[src/rtl/audio_ade_packer_pkg.sv]
`default_nettype none
// ============================================================================
// Package   : audio_pkg
// Purpose   : Shared constants and helpers for the audio ADE packer slice.
//             - Default latch position, packet length and counter width.
//             - Bit positions of the 24-bit audio FIFO word.
//             - Helper function that builds the packed FIFO word.
// Revision  : 1.0 - initial release
// ============================================================================
package audio_pkg;

   // hcnt value inside horizontal blanking where the line's packet count is latched
   localparam logic [10:0] HLATCH_DEFAULT  = 11'd1447;
   // pixel cycles per ADE packet
   localparam int          PKT_LEN_DEFAULT = 32;
   // width of the per-line packet counter
   localparam int          CNT_W_DEFAULT   = 4;

   // Packed FIFO word layout: {vcnt, 4'd0, adin[11:4], adin[2]}
   localparam int FIFO_W      = 24;
   localparam int VCNT_MSB    = 23;
   localparam int VCNT_LSB    = 13;
   localparam int PAD_MSB     = 12;
   localparam int PAD_LSB     = 9;
   localparam int ADIN_HI_MSB = 8;
   localparam int ADIN_HI_LSB = 1;
   localparam int ADIN_B2_POS = 0;

   // Only the adin bits that are stored are passed in, so callers decide what
   // happens to the discarded bits.
   function automatic logic [FIFO_W-1:0] pack_word(
      input logic [10:0] vcnt,
      input logic [7:0]  adin_hi,
      input logic        adin_b2
   );
      logic [FIFO_W-1:0] w;
      w                           = '0;
      w[VCNT_MSB:VCNT_LSB]        = vcnt;
      w[PAD_MSB:PAD_LSB]          = '0;
      w[ADIN_HI_MSB:ADIN_HI_LSB]  = adin_hi;
      w[ADIN_B2_POS]              = adin_b2;
      return w;
   endfunction

endpackage
`default_nettype wire

[src/rtl/audio_ade_packer_if.sv]
`default_nettype none
// ============================================================================
// Interface : audio_ade_packer_if
// Purpose   : Write-side connection between the ADE packer and the audio
//             async FIFO.
// Signals   : fifo_wr_en  - write strobe (packer -> FIFO)
//             fifo_din    - 24-bit packed audio word (packer -> FIFO)
//             fifo_full   - FIFO full flag (FIFO -> packer)
// Modports  : master - packer side; slave - FIFO side
// Revision  : 1.0 - initial release
// ============================================================================
interface audio_ade_packer_if;
   import audio_pkg::*;

   logic              fifo_wr_en;
   logic [FIFO_W-1:0] fifo_din;
   logic              fifo_full;

   modport master (
      output fifo_wr_en,
      output fifo_din,
      input  fifo_full
   );

   modport slave (
      input  fifo_wr_en,
      input  fifo_din,
      output fifo_full
   );

endinterface
`default_nettype wire

[src/rtl/audio_ade_packer_ade_period_counter.sv]
`default_nettype none
// ============================================================================
// Module    : ade_period_counter
// Purpose   : Counts PKT_LEN-cycle ADE packets within a line and latches the
//             count once per line.
// Ports     : clk        - pixel clock
//             rst_n      - asynchronous active-low reset
//             ainit_i    - counting enabled (armed by first video_en)
//             ade_i      - audio data enable
//             video_en_i - active-video indicator
//             vde_i      - video data enable
//             hcnt_i     - horizontal counter
//             ade_num_o  - packet count of the previous line
// Revision  : 1.0 - initial release
// ============================================================================
module ade_period_counter
   import audio_pkg::*;
#(
   parameter logic [10:0] HLATCH  = HLATCH_DEFAULT,
   parameter int          PKT_LEN = PKT_LEN_DEFAULT,
   parameter int          CNT_W   = CNT_W_DEFAULT
) (
   input  logic             clk,
   input  logic             rst_n,
   input  logic             ainit_i,
   input  logic             ade_i,
   input  logic             video_en_i,
   input  logic             vde_i,
   input  logic [10:0]      hcnt_i,
   output logic [CNT_W-1:0] ade_num_o
);

   localparam int               PKT_W    = (PKT_LEN > 1) ? $clog2(PKT_LEN) : 1;
   localparam logic [PKT_W-1:0] PKT_LAST = PKT_W'(PKT_LEN - 1);
   localparam logic [CNT_W-1:0] CNT_MAX  = '1;

   logic [PKT_W-1:0] cnt_pkt_q, cnt_pkt_d;
   logic [CNT_W-1:0] ade_c_q,   ade_c_d;
   logic [CNT_W-1:0] ade_num_q, ade_num_d;
   logic             vde_d_q;
   logic             pkt_start;
   logic             latch_evt;

   always_comb begin
      pkt_start = ainit_i & ade_i & (cnt_pkt_q == '0);
      // Blanking position and vde rising edge share one latch; both at once
      // still act as a single event.
      latch_evt = ainit_i & ((~video_en_i & (hcnt_i == HLATCH)) |
                             (vde_i & ~vde_d_q));

      // Any gap in ade restarts the packet phase so packets resynchronise.
      cnt_pkt_d = '0;
      if (ade_i) begin
         cnt_pkt_d = (cnt_pkt_q == PKT_LAST) ? '0 : cnt_pkt_q + PKT_W'(1);
      end

      ade_c_d   = ade_c_q;
      ade_num_d = ade_num_q;
      if (pkt_start && (ade_c_q != CNT_MAX)) begin
         ade_c_d = ade_c_q + CNT_W'(1);
      end
      if (latch_evt) begin
         // A packet starting on the latch cycle belongs to the next line.
         ade_num_d = ade_c_q;
         ade_c_d   = pkt_start ? CNT_W'(1) : '0;
      end
   end

   always_ff @(posedge clk or negedge rst_n) begin
      if (!rst_n) begin
         cnt_pkt_q <= '0;
         ade_c_q   <= '0;
         ade_num_q <= '0;
         vde_d_q   <= 1'b0;
      end else begin
         cnt_pkt_q <= cnt_pkt_d;
         ade_c_q   <= ade_c_d;
         ade_num_q <= ade_num_d;
         vde_d_q   <= vde_i;
      end
   end

   assign ade_num_o = ade_num_q;

endmodule
`default_nettype wire

[src/rtl/audio_ade_packer.sv]
`default_nettype none
// ============================================================================
// Module    : audio_ade_packer
// Purpose   : Qualifies HDMI audio data-enable periods, packs audio words into
//             the 24-bit async FIFO format and exports the per-line ADE packet
//             count.
// Ports     : rx0_pclk  - pixel clock
//             rstbtn_n  - asynchronous active-low reset
//             video_en  - active-video indicator
//             vde       - video data enable
//             ade       - audio data enable
//             adin      - 12-bit audio/aux data
//             hcnt/vcnt - horizontal / vertical counters
//             fifo      - FIFO write interface (master modport)
//             ade_num   - ADE packet count of the previous line
//             drop_cnt/drop_sticky - only with AUDIO_ADE_DROP_CNT_EN
// Options   : AUDIO_ADE_DROP_CNT_EN - adds a saturating count of writes
//             dropped on FIFO full plus a sticky drop flag.
// Revision  : 1.0 - initial release
// ============================================================================
module audio_ade_packer
   import audio_pkg::*;
#(
   parameter logic [10:0] HLATCH  = HLATCH_DEFAULT,
   parameter int          PKT_LEN = PKT_LEN_DEFAULT,
   parameter int          CNT_W   = CNT_W_DEFAULT
) (
   input  logic               rx0_pclk,
   input  logic               rstbtn_n,
   input  logic               video_en,
   input  logic               vde,
   input  logic               ade,
   input  logic [11:0]        adin,
   input  logic [10:0]        hcnt,
   input  logic [10:0]        vcnt,
   audio_ade_packer_if.master fifo,
   output logic [CNT_W-1:0]   ade_num
`ifdef AUDIO_ADE_DROP_CNT_EN
   ,
   output logic [15:0]        drop_cnt,
   output logic               drop_sticky
`endif
);

   logic              ainit_q;
   logic              wr_en_q;
   logic [FIFO_W-1:0] din_q;
   logic [FIFO_W-1:0] din_d;
   logic              wr_en_d;

   // adin[3] and adin[1:0] are not carried in the FIFO word.
   logic [2:0]        unused_adin;
   assign unused_adin = {adin[3], adin[1:0]};

   always_comb begin
      din_d   = pack_word(vcnt, adin[11:4], adin[2]);
      wr_en_d = ainit_q & ade & ~fifo.fifo_full;
   end

   always_ff @(posedge rx0_pclk or negedge rstbtn_n) begin
      if (!rstbtn_n) begin
         ainit_q <= 1'b0;
         wr_en_q <= 1'b0;
         din_q   <= '0;
      end else begin
         if (video_en) begin
            ainit_q <= 1'b1;
         end
         wr_en_q <= wr_en_d;
         din_q   <= din_d;
      end
   end

   assign fifo.fifo_wr_en = wr_en_q;
   assign fifo.fifo_din   = din_q;

   ade_period_counter #(
      .HLATCH  (HLATCH),
      .PKT_LEN (PKT_LEN),
      .CNT_W   (CNT_W)
   ) u_ade_period_counter (
      .clk        (rx0_pclk),
      .rst_n      (rstbtn_n),
      .ainit_i    (ainit_q),
      .ade_i      (ade),
      .video_en_i (video_en),
      .vde_i      (vde),
      .hcnt_i     (hcnt),
      .ade_num_o  (ade_num)
   );

`ifdef AUDIO_ADE_DROP_CNT_EN
   logic [15:0] drop_cnt_q;
   logic        drop_sticky_q;
   logic        drop_evt;

   assign drop_evt = ainit_q & ade & fifo.fifo_full;

   always_ff @(posedge rx0_pclk or negedge rstbtn_n) begin
      if (!rstbtn_n) begin
         drop_cnt_q    <= '0;
         drop_sticky_q <= 1'b0;
      end else if (drop_evt) begin
         if (drop_cnt_q != 16'hFFFF) begin
            drop_cnt_q <= drop_cnt_q + 16'd1;
         end
         drop_sticky_q <= 1'b1;
      end
   end

   assign drop_cnt    = drop_cnt_q;
   assign drop_sticky = drop_sticky_q;
`endif

endmodule
`default_nettype wire

[src/flat_wrapper.sv]
// flat-port wrapper written by rule: the top's interface ports become plain ports
module audio_ade_packer_flat import audio_pkg::*;
#(
   parameter logic [10:0] HLATCH  = HLATCH_DEFAULT,
   parameter int          PKT_LEN = PKT_LEN_DEFAULT,
   parameter int          CNT_W   = CNT_W_DEFAULT
)
  (rx0_pclk, rstbtn_n, video_en, vde, ade, adin, hcnt, vcnt, ade_num, fifo_fifo_wr_en, fifo_fifo_din, fifo_fifo_full);
  audio_ade_packer_if fifo_i ();
  input  logic rx0_pclk;
  input  logic rstbtn_n;
  input  logic video_en;
  input  logic vde;
  input  logic ade;
  input  logic [11:0] adin;
  input  logic [10:0] hcnt;
  input  logic [10:0] vcnt;
  output logic [CNT_W-1:0] ade_num;
  output wire logic [$bits(fifo_i.fifo_wr_en)-1:0] fifo_fifo_wr_en;
  output wire logic [$bits(fifo_i.fifo_din)-1:0] fifo_fifo_din;
  input wire logic [$bits(fifo_i.fifo_full)-1:0] fifo_fifo_full;
  assign fifo_fifo_wr_en = fifo_i.fifo_wr_en;
  assign fifo_fifo_din = fifo_i.fifo_din;
  assign fifo_i.fifo_full = fifo_fifo_full;
  audio_ade_packer #(.HLATCH(HLATCH), .PKT_LEN(PKT_LEN), .CNT_W(CNT_W)) u_core (.rx0_pclk(rx0_pclk), .rstbtn_n(rstbtn_n), .video_en(video_en), .vde(vde), .ade(ade), .adin(adin), .hcnt(hcnt), .vcnt(vcnt), .fifo(fifo_i), .ade_num(ade_num));
endmodule
[config.mk]
export PLATFORM = sky130hd
export DESIGN_NAME = audio_ade_packer_flat
export DESIGN_NICKNAME = d
export VERILOG_FILES = /design/src/rtl/audio_ade_packer_pkg.sv /design/src/rtl/audio_ade_packer_if.sv /design/src/rtl/audio_ade_packer_ade_period_counter.sv /design/src/rtl/audio_ade_packer.sv /design/src/flat_wrapper.sv
export SDC_FILE = /design/constraint.sdc
export NUM_CORES = 1
export LEC_CHECK = 0
export CORE_UTILIZATION = 38
export CTS_CLUSTER_DIAMETER = 150
export DETAILED_ROUTE_END_ITERATION = 12
export MAX_ROUTING_LAYER = met4
export PLACE_DENSITY = 0.8
export SYNTH_ARGS = -nofsm -noshare
export SYNTH_HDL_FRONTEND = slang
export SYNTH_SLANG_ARGS = --single-unit
[constraint.sdc]
create_clock -name rx0_pclk -period 2.1 [get_ports rx0_pclk]
set_input_delay 0.42 -clock rx0_pclk [delete_from_list [all_inputs] [get_ports rx0_pclk]]
set_output_delay 0.42 -clock rx0_pclk [all_outputs]
set_load 0.03 [all_outputs]
* Word-level counts from Yosys, hierarchy flattened *
Index checks and enable logic that the tools add are counted.

storage, ports and cells
  word-level logic and storage cells = 30
  output and inout bits = 29
  input bits = 40
  register bits = 36

cells by class
  bitwise logic cells = 10
  $add $sub $neg = 2
  multiplexer cells = 5
  equality and inequality tests = 3
  reductions and logical operators = 3

operators with widths
  operator                                      count
  == test 11 bit, second input constant         1
  2-to-1 mux 5 bit                              2
  2-to-1 mux 4 bit                              2
  AND 1 bit                                     6
  adder 5 x 1 -> 5 bit, second input constant   1
  == test 5 bit, second input constant          1
  zero test 5 bit                               1
  adder 4 x 1 -> 4 bit, second input constant   1
  inequality test 4 bit, second input constant  1
  NOT 1 bit                                     3
  nonzero test 2 bit                            1
  logical AND 1 bit                             1
  2-to-1 mux 1 bit                              1
  bitwise OR 1 bit                              1

* Logic depth before layout (Yosys ltp) *
Gate-level depths: netlist of the first run.

  word-level depth = 5
  gate-level depth with buffers = 6
  depth with buffers taken out = 6

* Cells and area by module *
From an unflattened synthesis of the first run, not the netlist that was laid out.

unflattened totals
  cell total of the unflattened synthesis = 87
  area, all modules = 1306.3 µm²

by module, submodules not included
  module              area each (µm²)  instances  sequential area each (µm²)  cells an instance
  ade_period_counter  705.7            1          350.3                       58
  audio_ade_packer    600.6            1          550.5                       29

* Worst setup path before layout of the first run *
Ideal clock, no wire load.

  kind = in2reg
  start point = in hcnt[6]
  end point = reg u_core.u_ade_period_counter.ade_num_q[0] (netlist: u_core.u_ade_period_counter.ade_num_o[0])
  required time = 1975 ps
  buffers on the path = 0
  setup time = 125 ps
  arrival = 1383 ps
  path slack = 593 ps
  cell stages on the path = 4
  path through = nand4b_1 > nor4b_2 > a41oi_2 > mux2_2

on the way
  word-level cells in the longest chain between the ends = 4

ends and longest elaborated chain
  what                  line                                       RTL
  from (decl)           flat_wrapper.sv:16                         input logic [10:0] hcnt;
  == test 11 bit        audio_ade_packer_ade_period_counter.sv:48  latch_evt = ainit_i & ((~video_en_i & (hcnt_i == HLATCH)) |
  AND 1 bit             audio_ade_packer_ade_period_counter.sv:48
  bitwise OR 1 bit      audio_ade_packer_ade_period_counter.sv:48
  AND 1 bit             audio_ade_packer_ade_period_counter.sv:48
  to (signal assigned)  audio_ade_packer_ade_period_counter.sv:78  ade_num_q <= ade_num_d;
  to (decl)             audio_ade_packer_ade_period_counter.sv:39  logic [CNT_W-1:0] ade_num_q, ade_num_d;

Every way passes these cells.
A chain may end at the register's enable or synchronous reset.

* Worst setup path in the final report of the first run *
  start point = reg u_core.din_q[18] (netlist: u_core.fifo.fifo_din[18])
  end point = out fifo_fifo_din[18]

RTL lines
  what                    line                    RTL
  from (decl)             audio_ade_packer.sv:47  logic [FIFO_W-1:0] din_q;
  from (signal assigned)  audio_ade_packer.sv:70  din_q <= din_d;
  to (decl)               flat_wrapper.sv:20      output wire logic [$bits(fifo_i.fifo_din)-1:0] fifo_fifo_din;

No word-level cell between the ends.

==> flow_summary.yaml, run 1 <==
synth:
  synth_top_family_by_area: "simple AND/OR/NAND/NOR gates"
  synthAdderAreaFrac: 0.0382
  synth_top_area_cell: "dfrtp_1"
  ys_warn_count: 0
  synth.most_common_cell: "dfrtp_1"
  ys_seq_elements: 36
  syn_area_um2: 1310
  syn-mean-instance-area_um2: 14.7
  synth_xor_area_frac: 0.0134
  postSynthCellCount: 89
  async_reset_ff_frac: 1.00
  seq_area_frac_synth: 0.687
  yosysUniqueCellTypes: 30
  synth_flop_cell: "dfrtp_1"
  ys_top_cells_by_area: "dfrtp_1 69%, ha_1 3.8%, mux2_2 3.4%, buf_4 2.3%, nor4b_2 2.3%"
  synth_edf_count: 0
  synth_top_area_share: 0.687
  synth_compound_area_frac: 0.0468
  synth-simple-area-share: 0.141
  synth.area.mux_share: 0.0420
setup_path:
  r2r_end: "u_core.u_ade_period_counter.ade_c_q[3]$_DFFE_PN0P_"
  cpLargestDelayFamily: "buffers and inverters"
  critPathArrivalTime_ps: 1370
  critPathKind: "register to primary output"
  path_cells: "clkdlybuf4s50_1"
  ff2ff_setup_slack_ps: 350
  cp-start-kind: "register"
  critPathBufInv: 1
  max_stage_delay_ps: 690
  reg2reg_depth: 6
  cp-end-kind: "primary output"
  critPathRequiredTime_ps: 1680
  cp_max_fo: 1
  crit_slowest_cell: "clkdlybuf4s50_1"
  reg2reg_from: "u_core.u_ade_period_counter.cnt_pkt_q[0]$_DFF_PN0_"
  cp_num_cells: 1
sta:
  finalSetupTns_ps: 0
  fin_skew_ps: 4.14
  timing.fmax_ghz: 0.559
  rsz0062_at_grt: "no"
  period_minus_slack_ps: 1790
  period_share: 0.851
  hold_viol_final: 0
  maxSlewViolCount: 0
  finalSetupViolCount: 0
pwr:
  intPower_w: 0.00117
  combPwrFrac: 0.211
  seq_power_share: 0.496
  peakVddDrop_v: 0.000603
  p_leak_nw: 0.900
  switchingPower_w: 0.000429
  swShare: 0.268
  power.density_nw_per_um2: 785
  power_frac_clock: 0.293
floorplan:
  initial_core_util: 0.416
  die_w_um: 60.7
  dieArea_um2: 3690
  std_cell_rows: 20
  core_um2: 3150
  pin_count: 69
  die_h_um: 60.7
route:
  firstDrtPassIters: 4
  vias_per_cell: 4.62
  num_vias: 934
  finalWirelength_um: 2720
  wl_per_cell_um: 13.5
  drt-initial-drc-count: 18
  postRouteAntennaNets: 0
  drc: 0
run_status:
  status: "finished clean"
global_route:
  grt_max_degree: 37
  grt_pass1_vias: 997
  grt_use_total: 0.180
  grt_pass1_wl_um: 4400
  grt_antenna_before_repair: 0
  overflow: 0
placed_design:
  place_hpwl_um: 2060
  gp_congestion: 0.698
  dp_cells: 194
  placed_cell_area_um2: 1970
  port_buffers: 61
cts:
  clockBufferDepth: 2
  clkSinkCount: 36
  clockRootBuffer: "clkbuf_4"
  insertion_delay_ps: 330
  ctsResizeCount: 0
  hold_buffers: 0
  tritoncts: "done"
  clk_pin_slew_ps: 100
  htreeDepth: 2
  numCtsBuffers: 5
  post_cts_buffers: 0
final_layout:
  drive_gt1_frac: 0.101
  design_area_um2: 2040
  num-nets-final: 201
  fin_cells: 202
  area_growth_pct: 55.7
  diodes: 0
hold_path:
  min_path_type: "input pin to asynchronous set/reset pin"
run:
  drv_cap: 0
==> cell families after synthesis <==
kind of cell             after synthesis
XOR/XNOR                               2
AND/OR/NAND/NOR                       27
multiplexers                           5
buffers and inverters                  6
flip-flops                            36
other                                  1
adder cells (fa/ha/maj)                4
AO/OA/AOI/OAI                          8
==> metal layers <==
layer  GRT usage  share of wire  vias to the layer above
met5           -              0                        -
met4       0.130          0.032                        0
met3      0.0448          0.037                        9
met2       0.290           0.55                       29
met1       0.191           0.38                      453
li1            -              -                      443
==> registers in the layout, summed over array words and instances (netlist names) <==
signal and cells:
u_core.fifo.fifo_din 20, u_core.u_ade_period_counter.cnt_pkt_q 5, u_core.u_ade_period_counter.ade_c_q 4, u_core.u_ade_period_counter.ade_num_o 4
u_core.ainit_q 1, u_core.fifo.fifo_wr_en 1, u_core.u_ade_period_counter.vde_d_q 1
==> power groups by stage <==
stage          combinational [W]  sequential [W]  clock, W
2_1_floorplan          0.0000901        0.000877         0
3_3_place_gp            0.000333        0.000803         0
3_5_place_dp            0.000341        0.000808         0
4_1_cts                 0.000343        0.000794  0.000489
5_1_grt                 0.000365        0.000802  0.000515
6_report                0.000339        0.000794  0.000470
==> through the flow <==
step	hold slack (ps)	utilization	power [W]	worst slack, ps
after CTS	493	0.648	0.00163	281
after global placement	468	0.623	0.00114	58.9
after detailed placement	480	0.623	0.00115	51.8
after global routing	482	0.648	0.00168	199
after floorplan	124	-	0.000968	593
final	500	0.648	0.00160	312
==> final cells by class <==
cell class,count,area (µm²)
inverters,2,7.51
clock buffers,6,41.3
fillers,261,1110
clock inverters,2,35.0
well taps,44,55.1
flip-flops and latches,36,901
multi-input cells,50,384
repair buffers,62,618
==> placed cells by master, fill, tap and decap left out, drive strengths merged, types with 2 or more instances in the layout <==
master          n
nor2            4
dfrtp          36
mux2            4
conb            4
inv             2
a21oi           2
nand3           4
clkdlybuf4s50  61
nand4b          2
clkbuf          6
and3b           2
ha              4
nand2b          2
a21boi          2
and3            2
nor4b           2
o21ai           2
and2            2
==> worst max-delay path by stage <==
stage / from / to / slack (ps)
CTS: u_core.fifo.fifo_din[18]$_DFF_PN0_ / fifo_fifo_din[18] / 280
detailed placement: hcnt[6] / u_core.u_ade_period_counter.ade_num_o[1]$_DFFE_PN0P_ / 50
finish: u_core.fifo.fifo_din[18]$_DFF_PN0_ / fifo_fifo_din[18] / 310
global route: u_core.u_ade_period_counter.cnt_pkt_q[0]$_DFF_PN0_ / u_core.u_ade_period_counter.ade_c_q[3]$_DFFE_PN0P_ / 200
floorplan: hcnt[6] / u_core.u_ade_period_counter.ade_num_o[0]$_DFFE_PN0P_ / 590
global placement: hcnt[6] / u_core.u_ade_period_counter.ade_num_o[2]$_DFFE_PN0P_ / 60
(Power assumes the default switching activity.)
==> run 2, diff against run 1 <==
--- a/config.mk
+++ b/config.mk
@@ -5,11 +5,12 @@
 export SDC_FILE = /design/constraint.sdc
 export NUM_CORES = 1
 export LEC_CHECK = 0
-export CORE_UTILIZATION = 38
+export CORE_MARGIN = 3
+export CORE_UTILIZATION = 30
 export CTS_CLUSTER_DIAMETER = 150
 export DETAILED_ROUTE_END_ITERATION = 12
 export MAX_ROUTING_LAYER = met4
-export PLACE_DENSITY = 0.8
+export PLACE_DENSITY = 0.66
 export SYNTH_ARGS = -nofsm -noshare
 export SYNTH_HDL_FRONTEND = slang
 export SYNTH_SLANG_ARGS = --single-unit
==> run 2 against run 1 <==
Worst setup slack better by 13 ps. Routed wire length grew 8.3%. Hold slack lost 0.97 ps. Via count unchanged. Clock-buffer cell count unchanged. Critical endpoint is now u_core.u_ade_period_counter.ade_num_o[3]$_DFFE_PN0P_. Clock power up 27%. Largest cell class unchanged. Critical path depth grew 3. Final cell count rose by 3.0%. Flip-flop and latch count unchanged.
==> flow_summary.yaml, run 2 (synthesis results as in run 1) <==
run_status:
  status: "finished clean"
sta:
  finalSetupTns_ps: 0
  fin_skew_ps: 7.70
  finalSetupViolCount: 0
  setup_slack_ps: 326
  period_minus_slack_ps: 1770
  rsz0062_at_grt: "no"
  maxSlewViolCount: 0
  period_share: 0.845
  timing.fmax_ghz: 0.564
  hold_viol_final: 0
floorplan:
  die_h_um: 72.1
  initial_core_util: 0.319
  die_w_um: 72.1
  pin_count: 69
  core_um2: 4120
  dieArea_um2: 5200
  std_cell_rows: 23
pwr:
  peakVddDrop_v: 0.000568
  fin_total_pwr_w: 0.00173
  p_leak_nw: 0.913
  power.density_nw_per_um2: 833
global_route:
  grt_use_total: 0.132
  grt_pass1_vias: 1028
  grt_max_degree: 37
  overflow: 0
  grt_pass1_wl_um: 5010
  grt_antenna_before_repair: 0
setup_path:
  cp-start-kind: "input pin"
  critPathArrivalTime_ps: 1950
  max_stage_delay_ps: 460
  critPathKind: "input pin to register"
  critPathRequiredTime_ps: 2270
  cpLargestDelayFamily: "buffers and inverters"
  cp-end-kind: "register"
  cp_max_fo: 8
  crit_slowest_cell: "clkdlybuf4s50_1"
  path_cells: "clkdlybuf4s50_1, nor4bb_1, a41oi_2, mux2_2"
  critPathBufInv: 1
  ff2ff_setup_slack_ps: 410
route:
  vias_per_cell: 4.49
  firstDrtPassIters: 4
  wl_per_cell_um: 14.2
  num_vias: 934
  postRouteAntennaNets: 0
  finalWirelength_um: 2950
  drt-initial-drc-count: 49
  drc: 0
placed_design:
  port_buffers: 61
  gp_congestion: 0.734
  pre_cts_ws_ps: 15.4
  placed_cell_area_um2: 1970
  place_hpwl_um: 2230
cts:
  insertion_delay_ps: 290
  htreeDepth: 2
  post_cts_buffers: 0
  tritoncts: "done"
  hold_buffers: 0
  numCtsBuffers: 5
  ctsResizeCount: 0
  clockBufferDepth: 2
  clockRootBuffer: "clkbuf_8"
  clk_pin_slew_ps: 70
  clkSinkCount: 36
run:
  drv_cap: 0
final_layout:
  drive_gt1_frac: 0.101
  layout_common_cells: "61 x clkdlybuf4s50_1, 36 x dfrtp_1, 5 x clkbuf_8"
  layout_commonest_cell: "clkdlybuf4s50_1"
  fin_util: 0.506
  design_area_um2: 2080
  diodes: 0
  area_growth_pct: 58.7
  largest_reg_flops: 20
  num-nets-final: 201
hold_path:
  min_path_type: "register to register"
-- run 2: cell types whose count changed in the layout (fill, tap and decap cells not counted) --
cell / previous run / this run
clkbuf_8: 0 / 5
clkbuf_4: 5 / 0
-- run 2: report_power, final --
| part | total (W) | internal (W) | switching (W) |
|---|---|---|---|
| clock network | 0.000596 | 0.000352 | 0.000244 |
| logic | 0.000339 | 0.000173 | 0.000166 |
| registers | 0.000796 | 0.000752 | 0.0000448 |
| total | 0.00173 | 0.00128 | 0.000456 |
-- run 2: worst register-to-register path: cells and delay by family (launching register included) --
family | cells | cell delay (ps)
simple gates | 3 | 860
flops | 1 | 420
compound gates | 1 | 150
fa+ha+maj | 1 | 130
buf+inv | 1 | 70
-- run 2: final timing paths --
check | start | to | cells after the start
min in group asynchronous | rstbtn_n | u_core.u_ade_period_counter.ade_num_o[0]$_DFFE_PN0P_ | 2
min reg2reg | u_core.u_ade_period_counter.cnt_pkt_q[0]$_DFF_PN0_ | u_core.u_ade_period_counter.cnt_pkt_q[0]$_DFF_PN0_ | 1
max | hcnt[5] | u_core.u_ade_period_counter.ade_num_o[3]$_DFFE_PN0P_ | 4
max in group asynchronous | rstbtn_n | u_core.fifo.fifo_din[5]$_DFF_PN0_ | 2
max reg2reg | u_core.u_ade_period_counter.cnt_pkt_q[0]$_DFF_PN0_ | u_core.u_ade_period_counter.ade_c_q[3]$_DFFE_PN0P_ | 6
min | u_core.u_ade_period_counter.cnt_pkt_q[0]$_DFF_PN0_ | u_core.u_ade_period_counter.cnt_pkt_q[0]$_DFF_PN0_ | 1
-- run 2: cell type report --
type / instances / area [µm²]
flip-flops and latches: 36 / 901
repair buffers: 62 / 618
fillers: 366 / 2030
inverters: 2 / 7.51
well taps: 50 / 62.6
clock buffers: 6 / 72.6
clock inverters: 2 / 35.0
multi-input cells: 50 / 384
-- run 2: metal layers --
layer	routed length (µm)	vias up	global-route usage
met3	214	4	0.0416
met5	0	-	-
li1	-	438	-
met1	1160	453	0.159
met2	1520	39	0.207
met4	44	0	0.0501
-- run 2: through the flow --
step / hold WS [ps] / std cells
floorplan: 124 / 92
global placement: 470 / 200
detailed placement: 489 / 200
CTS: 499 / 208
global route: 513 / 208
finish: 499 / 208
==> run 3, diff against run 2 <==
--- a/config.mk
+++ b/config.mk
@@ -10,7 +10,7 @@
 export CTS_CLUSTER_DIAMETER = 150
 export DETAILED_ROUTE_END_ITERATION = 12
 export MAX_ROUTING_LAYER = met4
-export PLACE_DENSITY = 0.66
+export PLACE_DENSITY = 0.68
 export SYNTH_ARGS = -nofsm -noshare
 export SYNTH_HDL_FRONTEND = slang
 export SYNTH_SLANG_ARGS = --single-unit
==> constraint.sdc (replaced) <==
create_clock -name rx0_pclk -period 1.5 [get_ports rx0_pclk]
set_input_delay 0.3 -clock rx0_pclk [delete_from_list [all_inputs] [get_ports rx0_pclk]]
set_output_delay 0.3 -clock rx0_pclk [all_outputs]
set_load 0.03 [all_outputs]
==> run 3 against run 2 <==
Flip-flop and latch count unchanged. Worst setup slack worse by 330 ps. Die area unchanged. Hold slack worse by 110 ps. Clock skew about the same. Power up 42%. Register-to-register slack worse by 410 ps. Clock-buffer cell count down 1. The run now ends with negative setup slack left. Combinational power up 55%. Highest routed layer unchanged. Core utilization up 3.5 points.
==> flow_summary.yaml, run 3 (synthesis results as in run 1) <==
run_status:
  status: "finished, violations left"
  violations: "negative setup slack"
setup_path:
  cp-end-kind: "register"
  critPathArrivalTime_ps: 1700
  crit_slowest_cell: "dfrtp_1"
  max_stage_delay_ps: 380
  path_cells: "inv_1, ha_1, nor4b_4, nand3_2, or3_1, a21boi_1"
  cp-start-kind: "register"
  critPathRequiredTime_ps: 1700
  critPathKind: "register to register"
  cpLargestDelayFamily: "simple AND/OR/NAND/NOR gates"
  critPathBufInv: 1
  cp_max_fo: 3
sta:
  period_share: 1.00
  setup_slack_ps: -0.167
  finalSetupViolCount: 1
  fin_skew_ps: 8.05
  timing.fmax_ghz: 0.667
  finalSetupTns_ps: -0.167
  rsz0062_at_grt: "yes"
  period_minus_slack_ps: 1500
  maxSlewViolCount: 0
  hold_viol_final: 0
cts:
  insertion_delay_ps: 280
  clk_pin_slew_ps: 70
  clkSinkCount: 36
  hold_buffers: 0
  htreeDepth: 2
  numCtsBuffers: 5
  clockRootBuffer: "clkbuf_8"
  clockBufferDepth: 2
  tritoncts: "done"
final_layout:
  diodes: 0
  fin_util: 0.541
  layout_commonest_cell: "dfrtp_1"
  fin_cells: 220
  layout_common_cells: "36 x dfrtp_1, 33 x clkdlybuf4s50_1, 28 x dlygate4sd2_1, 12 x buf_4, 5 x clkbuf_8"
  area_growth_pct: 69.8
  largest_reg_flops: 20
  num-nets-final: 213
  drive_gt1_frac: 0.212
global_route:
  grt_pass1_vias: 1034
  grt_antenna_before_repair: 0
  grt_use_total: 0.136
  grt_pass1_wl_um: 5120
  grt_max_degree: 37
  overflow: 0
pwr:
  power.density_nw_per_um2: 1100
  peakVddDrop_v: 0.000633
  p_leak_nw: 1.05
  fin_total_pwr_w: 0.00245
route:
  postRouteAntennaNets: 0
  wl_per_cell_um: 14.1
  num_vias: 962
  drt-initial-drc-count: 44
  finalWirelength_um: 3100
  vias_per_cell: 4.37
  firstDrtPassIters: 4
  drc: 0
placed_design:
  place_hpwl_um: 2420
  dp_cells: 210
  port_buffers: 61
  gp_congestion: 0.821
  pre_cts_ws_ps: -435
run:
  drv_cap: 0
floorplan:
  initial_core_util: 0.319
  std_cell_rows: 23
  die_h_um: 72.1
  core_um2: 4120
  dieArea_um2: 5200
  die_w_um: 72.1
  pin_count: 69
hold_path:
  min_path_type: "input pin to asynchronous set/reset pin"
-- run 3: changes by cell type in the layout (fill, tap and decap cells not counted), sizes merged --
cell,delta
buf,+12
clkbuf,-1
clkdlybuf4s50,-28
clkinvlp,+1
dlygate4sd2,+28
-- run 3: worst paths after layout --
path                                                                      start                                                    to  slack (ps)  depth (start not counted)
max                          u_core.u_ade_period_counter.cnt_pkt_q[0]$_DFF_PN0_    u_core.u_ade_period_counter.ade_c_q[3]$_DFFE_PN0P_        -0.2                          6
min                                                                    rstbtn_n                            u_core.ainit_q$_DFFE_PN0P_         390                          2
max reg2reg                  u_core.u_ade_period_counter.cnt_pkt_q[0]$_DFF_PN0_    u_core.u_ade_period_counter.ade_c_q[3]$_DFFE_PN0P_        -0.2                          6
min reg2reg                u_core.u_ade_period_counter.ade_num_o[2]$_DFFE_PN0P_  u_core.u_ade_period_counter.ade_num_o[2]$_DFFE_PN0P_         500                          1
max in group asynchronous                                              rstbtn_n    u_core.u_ade_period_counter.ade_c_q[2]$_DFFE_PN0P_         930                          2
min in group rx0_pclk                                                   adin[5]                     u_core.fifo.fifo_din[2]$_DFF_PN0_         450                          1
-- run 3: cell type report --
type / count / area (µm²)
Clock buffer: 5 / 68.8
Timing Repair Buffer: 74 / 686
Sequential cell: 36 / 901
Tap cell: 50 / 62.6
Fill cell: 367 / 1890
Multi-Input combinational cell: 50 / 458
Inverter: 2 / 7.51
Clock inverter: 3 / 42.5
-- run 3: timing repair --
action,in CTS,in global routing
resized for setup,37,6
pin swaps,8,5
endpoints found under the hold margin,0,0
endpoints found under the setup margin,33,12
setup buffers,2,0
cloned,0,0
-- run 3: per-stage QoR --
step                hold slack [ps]  instance area [µm²]
CTS                             391                 2190
global route                    393                 2230
detailed placement              496                 2060
global placement                496                 2060
finish                          385                 2230
floorplan                      4.41                 1320
-- run 3: layer usage --
layer  up-vias  global-route usage  part of all wire
met1       482               0.153              0.36
li1        460                   -                 -
met2        18               0.229              0.60
met4         0              0.0501             0.012
met3         2              0.0388             0.028
met5         -                   -                 0
-- run 3: report_power, final --
group	total (W)	internal [W]	switching [W]
clock	0.000829	0.000491	0.000337
combinational	0.000524	0.000255	0.000269
sequential	0.00110	0.00105	0.0000472
total	0.00245	0.00180	0.000654
